`src/rtl/p5_pkg.sv`:
```
// Shared constants and types for the write-back stage. The upstream stages
// reuse the same types for their forwarding compares.
package p5_pkg;

    localparam int DATA_WIDTH  = 16;
    localparam int ADDR_WIDTH  = 3;
    localparam int COUNT_WIDTH = 16;
    localparam int REG_COUNT   = 2 ** ADDR_WIDTH;

    typedef logic [DATA_WIDTH-1:0]  word_t;
    typedef logic [ADDR_WIDTH-1:0]  reg_addr_t;
    typedef logic [COUNT_WIDTH-1:0] count_t;

    localparam word_t     WORD_ZERO  = word_t'(0);
    localparam reg_addr_t ADDR_ZERO  = reg_addr_t'(0);
    localparam count_t    COUNT_ZERO = count_t'(0);
    localparam count_t    COUNT_ONE  = count_t'(1);

    // True when a read of readAddr must see the word being written this cycle.
    function automatic logic hitsWrite(input logic writeEn,
                                       input reg_addr_t writeAddr,
                                       input reg_addr_t readAddr);
        return writeEn && (writeAddr == readAddr);
    endfunction

endpackage

```
`src/rtl/p5_regarray.sv`:
```
// 8-entry general register file: one write port, two asynchronous read
// ports, asynchronous clear. Every entry is writable, r0 included.
module p5_regarray
    import p5_pkg::*;
(
    input  logic                  clock,
    input  logic                  reset,
    input  logic                  writeEn,
    input  logic [ADDR_WIDTH-1:0] writeAddr,
    input  logic [DATA_WIDTH-1:0] writeData,
    input  logic [ADDR_WIDTH-1:0] readAddrA,
    input  logic [ADDR_WIDTH-1:0] readAddrB,
    output logic [DATA_WIDTH-1:0] readDataA,
    output logic [DATA_WIDTH-1:0] readDataB
);

    word_t regs_r [REG_COUNT];

    // Register storage: cleared immediately on reset; the address is only
    // used when writeEn is high, so an unknown address on idle cycles is harmless.
    always_ff @(posedge clock or posedge reset) begin
        if (reset) begin
            for (int i = 0; i < REG_COUNT; i++) begin
                regs_r[i] <= WORD_ZERO;
            end
        end else if (writeEn) begin
            regs_r[writeAddr] <= writeData;
        end
    end

    assign readDataA = regs_r[readAddrA];
    assign readDataB = regs_r[readAddrB];

endmodule

```
`src/rtl/p5_writeback_regfile.sv`:
```
// Write-back stage: owns the register file, gives decode write-first bypassed
// reads, gives execute a one-cycle-old forwarding bus, counts retired writes.
module p5_writeback_regfile
    import p5_pkg::*;
(
    input  logic                   clock,
    input  logic                   reset,
    input  logic [DATA_WIDTH-1:0]  wbData,
    input  logic                   wbWriteReg,
    input  logic [ADDR_WIDTH-1:0]  wbRegAddress,
    input  logic [ADDR_WIDTH-1:0]  readAddrA,
    input  logic [ADDR_WIDTH-1:0]  readAddrB,
    output logic [DATA_WIDTH-1:0]  readDataA,
    output logic [DATA_WIDTH-1:0]  readDataB,
    output logic                   fwdValid,
    output logic [ADDR_WIDTH-1:0]  fwdAddress,
    output logic [DATA_WIDTH-1:0]  fwdData,
    output logic [COUNT_WIDTH-1:0] retireCount
);

    word_t     arrDataA_s;
    word_t     arrDataB_s;
    word_t     readDataA_s;
    word_t     readDataB_s;
    logic      fwdValid_r;
    reg_addr_t fwdAddress_r;
    word_t     fwdData_r;
    count_t    retireCount_r;

    p5_regarray uRegArray (
        .clock     (clock),
        .reset     (reset),
        .writeEn   (wbWriteReg),
        .writeAddr (wbRegAddress),
        .writeData (wbData),
        .readAddrA (readAddrA),
        .readAddrB (readAddrB),
        .readDataA (arrDataA_s),
        .readDataB (arrDataB_s)
    );

    // Write-first bypass, applied to each read port independently.
    always_comb begin
        readDataA_s = arrDataA_s;
        readDataB_s = arrDataB_s;
        if (hitsWrite(wbWriteReg, wbRegAddress, readAddrA)) begin
            readDataA_s = wbData;
        end else begin
            readDataA_s = arrDataA_s;
        end
        if (hitsWrite(wbWriteReg, wbRegAddress, readAddrB)) begin
            readDataB_s = wbData;
        end else begin
            readDataB_s = arrDataB_s;
        end
    end

    // Forwarding bus: captures every cycle; consumers qualify with fwdValid.
    always_ff @(posedge clock or posedge reset) begin
        if (reset) begin
            fwdValid_r   <= 1'b0;
            fwdAddress_r <= ADDR_ZERO;
            fwdData_r    <= WORD_ZERO;
        end else begin
            fwdValid_r   <= wbWriteReg;
            fwdAddress_r <= wbRegAddress;
            fwdData_r    <= wbData;
        end
    end

    // Retired-write counter for debug; wraps silently.
    always_ff @(posedge clock or posedge reset) begin
        if (reset) begin
            retireCount_r <= COUNT_ZERO;
        end else if (wbWriteReg) begin
            retireCount_r <= retireCount_r + COUNT_ONE;
        end
    end

    assign readDataA   = readDataA_s;
    assign readDataB   = readDataB_s;
    assign fwdValid    = fwdValid_r;
    assign fwdAddress  = fwdAddress_r;
    assign fwdData     = fwdData_r;
    assign retireCount = retireCount_r;

endmodule

```
`config.mk`:
```
export PLATFORM = sky130hd
export DESIGN_NAME = p5_writeback_regfile
export DESIGN_NICKNAME = d
export VERILOG_FILES = /design/src/rtl/p5_pkg.sv /design/src/rtl/p5_regarray.sv /design/src/rtl/p5_writeback_regfile.sv
export SDC_FILE = /design/constraint.sdc
export NUM_CORES = 1
export LEC_CHECK = 0
export ABC_CLOCK_PERIOD_IN_PS = 5800
export CAP_MARGIN = 20
export CORE_MARGIN = 3
export CORE_UTILIZATION = 40
export DETAILED_ROUTE_END_ITERATION = 10
export GPL_ROUTABILITY_DRIVEN = 0
export PLACE_DENSITY = 0.63
export SYNTH_ARGS = -nofsm -noshare
export SYNTH_HDL_FRONTEND = slang
export SYNTH_SLANG_ARGS = --single-unit
```
`constraint.sdc`:
```
create_clock -name clock -period 5.8 [get_ports clock]
set_input_delay 1.16 -clock clock [delete_from_list [all_inputs] [get_ports clock]]
set_output_delay 1.16 -clock clock [all_outputs]
set_load 0.005 [all_outputs]
```
==> results of run 1 <==
-- layout make-up --
class	count	area, um2	share of cell area, %
clock buffer	18	429	4.22
multi-input combinational	345	4020	39.6
inverter	2	12.5	0.123
sequential	164	4100	40.3
timing repair buffer	111	1090	10.7
clock inverter	14	178	1.75
tap	270	338	3.32
-- worst max path at each step --
stage                    startpoint                      end  slack, ns  depth (start not counted)
detailed placement     readAddrA[0]             readDataA[6]       1.23                          6
CTS                    readAddrA[0]             readDataA[6]       1.22                          6
floorplan                     reset  fwdAddress[0]$_DFF_PP0_       0.21                          1
finish              wbRegAddress[1]             readDataB[7]       1.24                          7
global route        wbRegAddress[1]             readDataB[2]       1.07                          7
global placement       readAddrA[1]            readDataA[15]       1.24                          8
-- state kept, by name (all words and copies together), names as in the netlist --
register	cells
fwdAddress	3
uRegArray.regs_r	128
fwdValid	1
fwdData	16
retireCount	16
-- placed cells by master (no fill, tap or decap), types with 3 or more instances in the layout --
cell type | netlist | routed
clkinvlp_4 | 0 | 4
bufinv_16 | 0 | 3
buf_4 | 7 | 14
nand4b_4 | 3 | 3
dfrtp_1 | 164 | 164
mux2i_1 | 32 | 32
clkbuf_16 | 0 | 17
xnor2_1 | 16 | 16
xor2_1 | 5 | 5
mux4_2 | 64 | 64
nand3_1 | 4 | 4
mux2_2 | 128 | 128
nor2_1 | 34 | 34
a21oi_1 | 32 | 32
nand4_1 | 4 | 4
inv_6 | 0 | 5
nand2_1 | 8 | 8
clkdlybuf4s50_1 | 0 | 93
-- kinds of logic (layout without fill, tap and decap cells) --
group | after synthesis | in the layout | share of synthesized area (%)
buf+inv | 56 | 145 | 3.99
fa+ha+maj | 1 | 1 | 0.148
xor+xnor | 21 | 21 | 2.17
compound gates | 32 | 32 | 1.89
mux | 225 | 225 | 38.0
flops | 164 | 164 | 48.5
simple gates | 66 | 66 | 5.31
-- where the power goes --
| group | internal [W] | switching [W] |
|---|---|---|
| clock | 0.000683 | 0.000475 |
| combinational | 0.000588 | 0.000316 |
| sequential | 0.00137 | 0.000179 |
| total | 0.00264 | 0.000970 |
-- per-layer routing --
metal	vias up	wire length (um)	share of wire (%)
met3	27	569	2.9
met1	2716	8540	43
li1	2266	-	-
met4	0	397	2.0
met2	93	10300	52
met5	-	0	0
-- stage by stage --
stage	power [W]	area [um2]	setup slack (ns)	util (%)
4_1_cts	0.00365	10200	1.22	49.6
6_report	0.00361	10200	1.24	49.6
2_1_floorplan	0.00211	8470	0.207	-
3_3_place_gp	0.00243	9560	1.24	46.7
3_5_place_dp	0.00248	9560	1.23	46.7
5_1_grt	0.00380	10200	1.07	49.6
==> results.ini, run 1 <==
[timing]
tns_ns=0
slew_violations=0
hold_ws_ns=0.477
max_freq_mhz=220
worst_slew_margin_rel_pct=23.7
rsz0062_at_grt=no
worst_pin_slew_ns=1.14
finalSetupViolCount=0
fin_crit_sh_pct=78.5
period_minus_slack_ns=4.56
fin_skew_ns=0.00396
hold_viol_final=0

[floorplanning]
start_util_pct=41.3
io_pins=96
row_count=52
die_x_um=151
die_y_um=151
die_area_um2=22900
core_um2=20500

[hold_path]
hold_start=retireCount[15]$_DFFE_PP0P_
worstHoldEndpoint=retireCount[15]$_DFFE_PP0P_
hp-class=reg2reg
hold_depth=1

[clock_tree]
clkTransAtPathRegs_ns=0.06
cts_resized=0
h-tree-depth=4
cts_buffers=17
cts-root-buf=clkbuf_16
cts_hold_buf=0
cts_tree=built
cts.sinks=164
clock_latency_ns=0.42
cts_setup_buffers=0
cts_max_path_buffers=2

[synth]
yosysWarnings=0
synth_common_cells=dfrtp_1 (164), mux2_2 (128), mux4_2 (64)
yosysTopAreaCell=dfrtp_1
yosysUniqueCellTypes=30
yosysMostFrequentCell=dfrtp_1
ys_async_sr_fraction_pct=100
syn_inst=565
synthTopCellsByArea=dfrtp_1 (48%), mux2_2 (17%), mux4_2 (17%)
synth_edf_count=0
syn_nets=594
synth_ff_type=dfrtp_1
yosysSeqAreaShare_pct=48.5
mappedNetlistArea_um2=8470
synth-seq-cells=164
syn_area_per_cell_um2=15.0
yosysTopAreaCellShare_pct=48.5

[pwr]
vdd_ir_drop_max_mv=0.164
p_per_area_nw_per_um2=355
p_leak_nw=4.18

[critical_path]
r2r-end=retireCount[10]$_DFFE_PP0P_
crit_buf_inv=3
worstSetupStartpointType=primary input
cpMostUsedCell=clkdlybuf4s50_1
slowest_stage=clkdlybuf4s50_1
worstPathMaxFanout=32
worstSetupPathType=in2out
worstRegToRegCells=5
rrSetupSlack_ns=4.20
end_kind=output port
worstPathCellList=clkdlybuf4s50_1 > xnor2_1 > nand4_1 > buf_4 > nor2_1 > a21oi_1 > clkdlybuf4s50_1
slowest_delay_ns=0.82
r2r_start=retireCount[0]$_DFFE_PP0P_
crit_required_ns=4.64
critPathArrivalTime_ns=3.40
crit_family=buffers and inverters

[run]
cap_violations=0

[grt]
gr-usage-met3_pct=3.24
antenna_found_initial=0
grt_max_degree=81
grtUsageTotal_pct=18.2
grtUsageMet2_pct=30.8
grt-busiest-layer=met2
grt_pass1_vias=5505
use_met1_pct=23.5
overflow=0
grt_first_pass_wirelength_um=31200

[placement]
dp_cells=892
port_buffers=95
dpl.hpwl_um=12500

[final_layout]
fillCellCount=1739
instances_no_fill=924
num_antenna_cells=0
drive_above_1_share_pct=39.0
nNetsFinal=670
area_delta_synth_final_pct=20.1

[route]
viasPerCell=5.52
drc=0
via_count=5102
drt-total-wl_um=19900
drt_first_pass_iters=5
routedWlPerCell_um=21.5
drt_iter0_drc=255
drtAntennaViolNets=0

[run_status]
run_status=finished, final reports clean

No activity file was read; power rests on OpenSTA's default activity.
==> inputs of run 2 (changes only) <==
- ABC_CLOCK_PERIOD_IN_PS: 5800 -> 3950
- clock period: 5.8 -> 3.95 ns (I/O delays scaled with it)
==> run 2 against run 1 <==
Combinational power up 50%. Setup slack worse by 0.96 ns. Utilization up 1.1 points. Global-route usage rose by 0.24 points. Non-clock buffer count increased by 9. Critical path type unchanged. Register-to-register slack got worse by 1.9 ns. Total power grew 52%. Wire length barely moved. Clock-buffer cell count grew 1. Sequential cell count unchanged.
==> results.ini, run 2 (synthesized netlist as in run 1, its figures left out) <==
[run_status]
run_status=finished, final reports clean  ; unchanged

[final_layout]
drive_above_1_share_pct=39.8  ; was 39.0%
final_cell_mix=dfrtp_1 (164), mux2_2 (128), clkdlybuf4s50_1 (93), mux4_2 (64), nor2_1 (34)  ; unchanged
nNetsFinal=679  ; was 670
instances_no_fill=933  ; was 924
top_register=uRegArray.regs_r  ; unchanged
area_delta_synth_final_pct=22.7  ; was 20.1%
final_common_cell=dfrtp_1  ; unchanged
num_antenna_cells=0  ; unchanged
largest_reg_flops=128  ; unchanged

[pwr]
intPower_w=0.00410  ; was 0.00264 W
combinationalPowerShare_pct=24.5  ; was 25.0%
p_switching_w=0.00140  ; was 0.000970 W
vdd_ir_drop_max_mv=0.260  ; was 0.164 mV
p_sw_share_pct=25.5  ; was 26.8%
pwr-share-seq_pct=41.4  ; was 42.9%
p_clk_share_pct=34.1  ; was 32.1%
p_per_area_nw_per_um2=529  ; was 355 nW/um2
p_leak_nw=4.30  ; was 4.18 nW

[route]
viasPerCell=5.48  ; was 5.52
drc=0  ; unchanged
via_count=5109  ; was 5102
routedWlPerCell_um=21.3  ; was 21.5 um
drt_first_pass_iters=4  ; was 5
drt_iter0_drc=319  ; was 255
drtAntennaViolNets=0  ; unchanged
drt-total-wl_um=19800  ; was 19900 um

[run]
cap_violations=0  ; unchanged

[grt]
antenna_found_initial=0  ; unchanged
overflow=0  ; unchanged
grt_first_pass_wirelength_um=31700  ; was 31200 um
gr-usage-met3_pct=3.24  ; unchanged
grtUsageMet2_pct=30.9  ; was 30.8%
use_met1_pct=24.8  ; was 23.5%
grt_pass1_vias=5429  ; was 5505
grt_max_degree=48  ; was 81
grtUsageTotal_pct=18.4  ; was 18.2%
grt-busiest-layer=met2  ; unchanged

[floorplanning]
row_count=52  ; unchanged
core_um2=20500  ; unchanged
die_y_um=151  ; unchanged
die_x_um=151  ; unchanged
start_util_pct=41.3  ; unchanged
die_area_um2=22900  ; unchanged
io_pins=96  ; unchanged

[clock_tree]
clkTransAtPathRegs_ns=0.06  ; about the same
cts.sinks=164  ; unchanged
cts_setup_buffers=0  ; unchanged
clock_latency_ns=0.42  ; about the same
cts-root-buf=clkbuf_16  ; unchanged
cts_max_path_buffers=2  ; unchanged
cts_resized=0  ; unchanged
cts_tree=built  ; unchanged
cts_buffers=17  ; unchanged
cts_hold_buf=0  ; unchanged
h-tree-depth=4  ; unchanged

[critical_path]
critPathArrivalTime_ns=2.87  ; was 3.40 ns
worstSetupStartpointType=primary input  ; unchanged
worstSetupPathType=in2out  ; unchanged
critPathLaunch=readAddrB[1]  ; was wbRegAddress[1]
end_kind=output port  ; unchanged
crit_required_ns=3.16  ; was 4.64 ns
worstPathMaxFanout=33  ; was 32
r2r_start=retireCount[0]$_DFFE_PP0P_  ; unchanged

[placement]
dpl.hpwl_um=12600  ; was 12500 um
dp_cells=901  ; was 892
port_buffers=95  ; unchanged

[timing]
hold_viol_final=0  ; unchanged
worst_slew_margin_rel_pct=40.4  ; was 23.7%
max_freq_mhz=273
fin_crit_sh_pct=92.7
finalSetupViolCount=0  ; unchanged
worst_pin_slew_ns=0.892  ; was 1.14 ns
hold_ws_ns=0.484  ; was 0.477 ns
fin_skew_ns=0.00295  ; was 0.00396 ns
slew_violations=0  ; unchanged
period_minus_slack_ns=3.66
tns_ns=0  ; unchanged
rsz0062_at_grt=no  ; unchanged

[hold_path]
hold_start=retireCount[15]$_DFFE_PP0P_  ; unchanged
hp-class=reg2reg  ; unchanged

[run 2: cell count changes in the layout (fill, tap and decap cells not counted), sizes merged]
cell / change
buf: +9
inv: -5
bufinv: +3
clkbuf: +1
clkinv: +1
[run 2: stage by stage]
stage | power (W) | util, % | instance area, um2 | setup WS (ns)
floorplan | 0.00310 | - | 8470 | 1.08
global placement | 0.00359 | 47.4 | 9720 | 0.299
detailed placement | 0.00366 | 47.4 | 9720 | 0.306
CTS | 0.00556 | 50.7 | 10400 | 0.292
global route | 0.00579 | 50.7 | 10400 | 0.197
finish | 0.00550 | 50.7 | 10400 | 0.289
[run 2: path summary, 6_finish.rpt]
check                                              endpoint  slack [ns]  depth (start not counted)
max in group asynchronous  uRegArray.regs_r[63]$_DFFE_PP0P_        2.32                          3
hold reg to reg                 retireCount[15]$_DFFE_PP0P_        0.48                          1
min in group asynchronous  uRegArray.regs_r[48]$_DFFE_PP0P_        0.90                          2
hold / removal                  retireCount[15]$_DFFE_PP0P_        0.48                          1
setup reg to reg                retireCount[10]$_DFFE_PP0P_        2.33                          5
setup / recovery                               readDataB[3]        0.29                          7
[run 2: per-layer routing]
metal	part of all wire, %	vias up
met4	1.8	0
met3	3.5	23
met2	51	94
met1	44	2700
li1	-	2292
met5	0	-
[run 2: area by class of cell]
class,instances,area [um2]
flip-flops and latches,164,4100
fillers,1745,10100
multi-input cells,345,4020
well taps,270,338
clock inverters,13,230
clock buffers,19,443
inverters,2,11.3
repair buffers,120,1240
[run 2: worst max-delay path, stage by stage]
cell and delay (ns):
clkdlybuf4s50_1 0.51, buf_12 0.25, xnor2_1 0.15, nand4_1 0.16, buf_12 0.21, a21oi_1 0.21
clkdlybuf4s50_1 0.55
[run 2: power groups by stage]
stage / clock, W / combinational, W / sequential, W
detailed placement: 0 / 0.00136 / 0.00230
global route: 0.00200 / 0.00146 / 0.00232
global placement: 0 / 0.00133 / 0.00226
finish: 0.00188 / 0.00135 / 0.00228
CTS: 0.00192 / 0.00137 / 0.00227
floorplan: 0 / 0.000872 / 0.00223
==> inputs of run 3 (changes only) <==
- GPL_TIMING_DRIVEN: not set -> 0
==> run 3 against run 2 <==
Total power is 2.5% lower. Die area did not move. Utilization hardly changed. Critical path depth increased by 1. Final cell count rose by 2.9%. Clock-buffer cell count increased by 1. Sequential power about the same. Setup slack lost 0.15 ns. Clock power fell by 9%. Via count rose by 2.9%. Hold slack worse by 0.0015 ns. Design area is essentially flat. Critical path type unchanged. Largest cell class unchanged. Largest power group unchanged.
==> results.ini, run 3 (synthesized netlist as in run 1, its figures left out) <==
[run_status]
run_status=finished, final reports clean  ; unchanged

[timing]
worst_slew_margin_rel_pct=39.3  ; was 40.4%
worst_pin_slew_ns=0.911  ; was 0.892 ns
finalSetupViolCount=0  ; unchanged
rsz0062_at_grt=yes  ; was no
fin_crit_sh_pct=96.4  ; was 92.7%
period_minus_slack_ns=3.81  ; was 3.66 ns
tns_ns=0  ; unchanged
slew_violations=0  ; unchanged
worst_slack_ns=0.142  ; was 0.289 ns
max_freq_mhz=263  ; was 273 MHz
fin_skew_ns=0.00531  ; was 0.00295 ns
hold_viol_final=0  ; unchanged

[pwr]
p_sw_share_pct=26.9  ; was 25.5%
vdd_ir_drop_max_mv=0.287  ; was 0.260 mV
pwr-share-seq_pct=42.4  ; was 41.4%
p_leak_nw=4.30  ; about the same
intPower_w=0.00392  ; was 0.00410 W
p_clk_share_pct=32.1  ; was 34.1%
p_per_area_nw_per_um2=516  ; was 529 nW/um2
combinationalPowerShare_pct=25.5  ; was 24.5%
p_switching_w=0.00144  ; was 0.00140 W

[final_layout]
stdcell_area_um2=10400  ; about the same
fillCellCount=1737  ; was 1745
drive_above_1_share_pct=39.6  ; was 39.8%
instances_no_fill=960  ; was 933
largest_reg_flops=128  ; unchanged
nNetsFinal=706  ; was 679
num_antenna_cells=0  ; unchanged
final_cell_mix=dfrtp_1 (164), mux2_2 (128), clkdlybuf4s50_1 (88), mux4_2 (64), nor2_1 (34)  ; was dfrtp_1 (164), mux2_2 (128), clkdlybuf4s50_1 (93), mux4_2 (64), nor2_1 (34)
top_register=uRegArray.regs_r  ; unchanged
area_delta_synth_final_pct=22.8  ; was 22.7%
final_common_cell=dfrtp_1  ; unchanged
fin_util_pct=50.7  ; about the same

[grt]
grt_max_degree=43  ; was 48
grt_first_pass_wirelength_um=33500  ; was 31700 um
grtUsageTotal_pct=19.8  ; was 18.4%
grt_pass1_vias=5661  ; was 5429
antenna_found_initial=0  ; unchanged
overflow=0  ; unchanged

[hold_path]
hp-class=reg2reg  ; unchanged

[clock_tree]
cts-root-buf=clkbuf_16  ; unchanged
clock_latency_ns=0.43  ; was 0.42 ns
cts_tree=built  ; unchanged
h-tree-depth=4  ; unchanged
cts_max_path_buffers=2  ; unchanged
cts_setup_buffers=0  ; unchanged
clkTransAtPathRegs_ns=0.06  ; about the same
cts.sinks=164  ; unchanged
cts_buffers=17  ; unchanged
cts_hold_buf=0  ; unchanged

[critical_path]
worstSetupStartpointType=primary input  ; unchanged
end_kind=output port  ; unchanged
crit_required_ns=3.16  ; about the same
critPathArrivalTime_ns=3.02  ; was 2.87 ns
worstPathMaxFanout=10  ; was 33
worstSetupPathType=in2out  ; unchanged

[route]
drc=0  ; unchanged
drtAntennaViolNets=0  ; unchanged
via_count=5258  ; was 5109
drt_first_pass_iters=4  ; unchanged
viasPerCell=5.48  ; about the same
drt-total-wl_um=21100  ; was 19800 um
drt_iter0_drc=307  ; was 319
routedWlPerCell_um=22.0  ; was 21.3 um

[placement]
dpl.hpwl_um=14500  ; was 12600 um
dp_slack_ns=-0.0765  ; was 0.306 ns
placed_area_um2=9780  ; was 9720 um2
dp_cells=928  ; was 901
port_buffers=89  ; was 95

[floorplanning]
core_um2=20500  ; unchanged
start_util_pct=41.3  ; unchanged
io_pins=96  ; unchanged
die_y_um=151  ; unchanged
die_x_um=151  ; unchanged
die_area_um2=22900  ; unchanged
row_count=52  ; unchanged

[run]
cap_violations=0  ; unchanged

-- run 3: through the flow --
| step | power, W | hold slack, ns |
|---|---|---|
| final | 0.00536 | 0.483 |
| after global routing | 0.00562 | 0.505 |
| after CTS | 0.00541 | 0.490 |
| after detailed placement | 0.00367 | 0.473 |
| after global placement | 0.00359 | 0.460 |
| after floorplan | 0.00310 | 0.468 |
-- run 3: power groups by stage --
stage                     clock, W  combinational, W  sequential [W]
after CTS                  0.00175           0.00138         0.00227
after global routing       0.00183           0.00148         0.00232
after floorplan                  0          0.000872         0.00223
final                      0.00172           0.00136         0.00227
after detailed placement         0           0.00138         0.00230
after global placement           0           0.00133         0.00226
-- run 3: final timing paths --
kind	startpoint	to	slack, ns	cells past startpoint
worst max-delay path	wbRegAddress[2]	readDataB[3]	0.14	8
worst min-delay path	retireCount[15]$_DFFE_PP0P_	retireCount[15]$_DFFE_PP0P_	0.48	1
worst max register to register	retireCount[2]$_DFFE_PP0P_	retireCount[13]$_DFFE_PP0P_	2.32	4
worst min register to register	retireCount[15]$_DFFE_PP0P_	retireCount[15]$_DFFE_PP0P_	0.48	1
max in group asynchronous	reset	uRegArray.regs_r[103]$_DFFE_PP0P_	2.50	4
min in group asynchronous	reset	fwdData[15]$_DFF_PP0_	0.66	2
-- run 3: area by class of cell --
class	count	area, um2	share of cell area (%)
Buffer	54	335	3.23
Clock inverter	12	155	1.49
Clock buffer	20	457	4.39
Multi-Input combinational cell	345	4020	38.7
Timing Repair Buffer	93	973	9.36
Sequential cell	164	4100	39.5
Tap cell	270	338	3.25
Inverter	2	11.3	0.108
-- run 3: worst max-delay path: stages --
cell and delay (ns):
clkdlybuf4s50_1 0.49, buf_4 0.25, xnor2_1 0.10, nand4_1 0.19
buf_2 0.35, nor2_1 0.07, a21oi_1 0.21, clkdlybuf4s50_1 0.55
-- run 3: what timing repair did --
| item | 4_1_cts | 5_1_grt |
|---|---|---|
| cloned | 0 | 0 |
| endpoints found under the setup margin | 13 | 14 |
| endpoints found under the hold margin | 0 | 0 |
| gates resized for setup | 2 | 4 |
| pin swaps | 0 | 0 |
-- run 3: routing by layer --
| layer | vias up | part of all wire, % | GRT usage [%] |
|---|---|---|---|
| met5 | - | 0 | 0 |
| met4 | 0 | 1.8 | 6.03 |
| met3 | 25 | 5.5 | 4.37 |
| met2 | 141 | 50 | 32.1 |
| met1 | 2763 | 42 | 26.7 |
| li1 | 2329 | - | - |
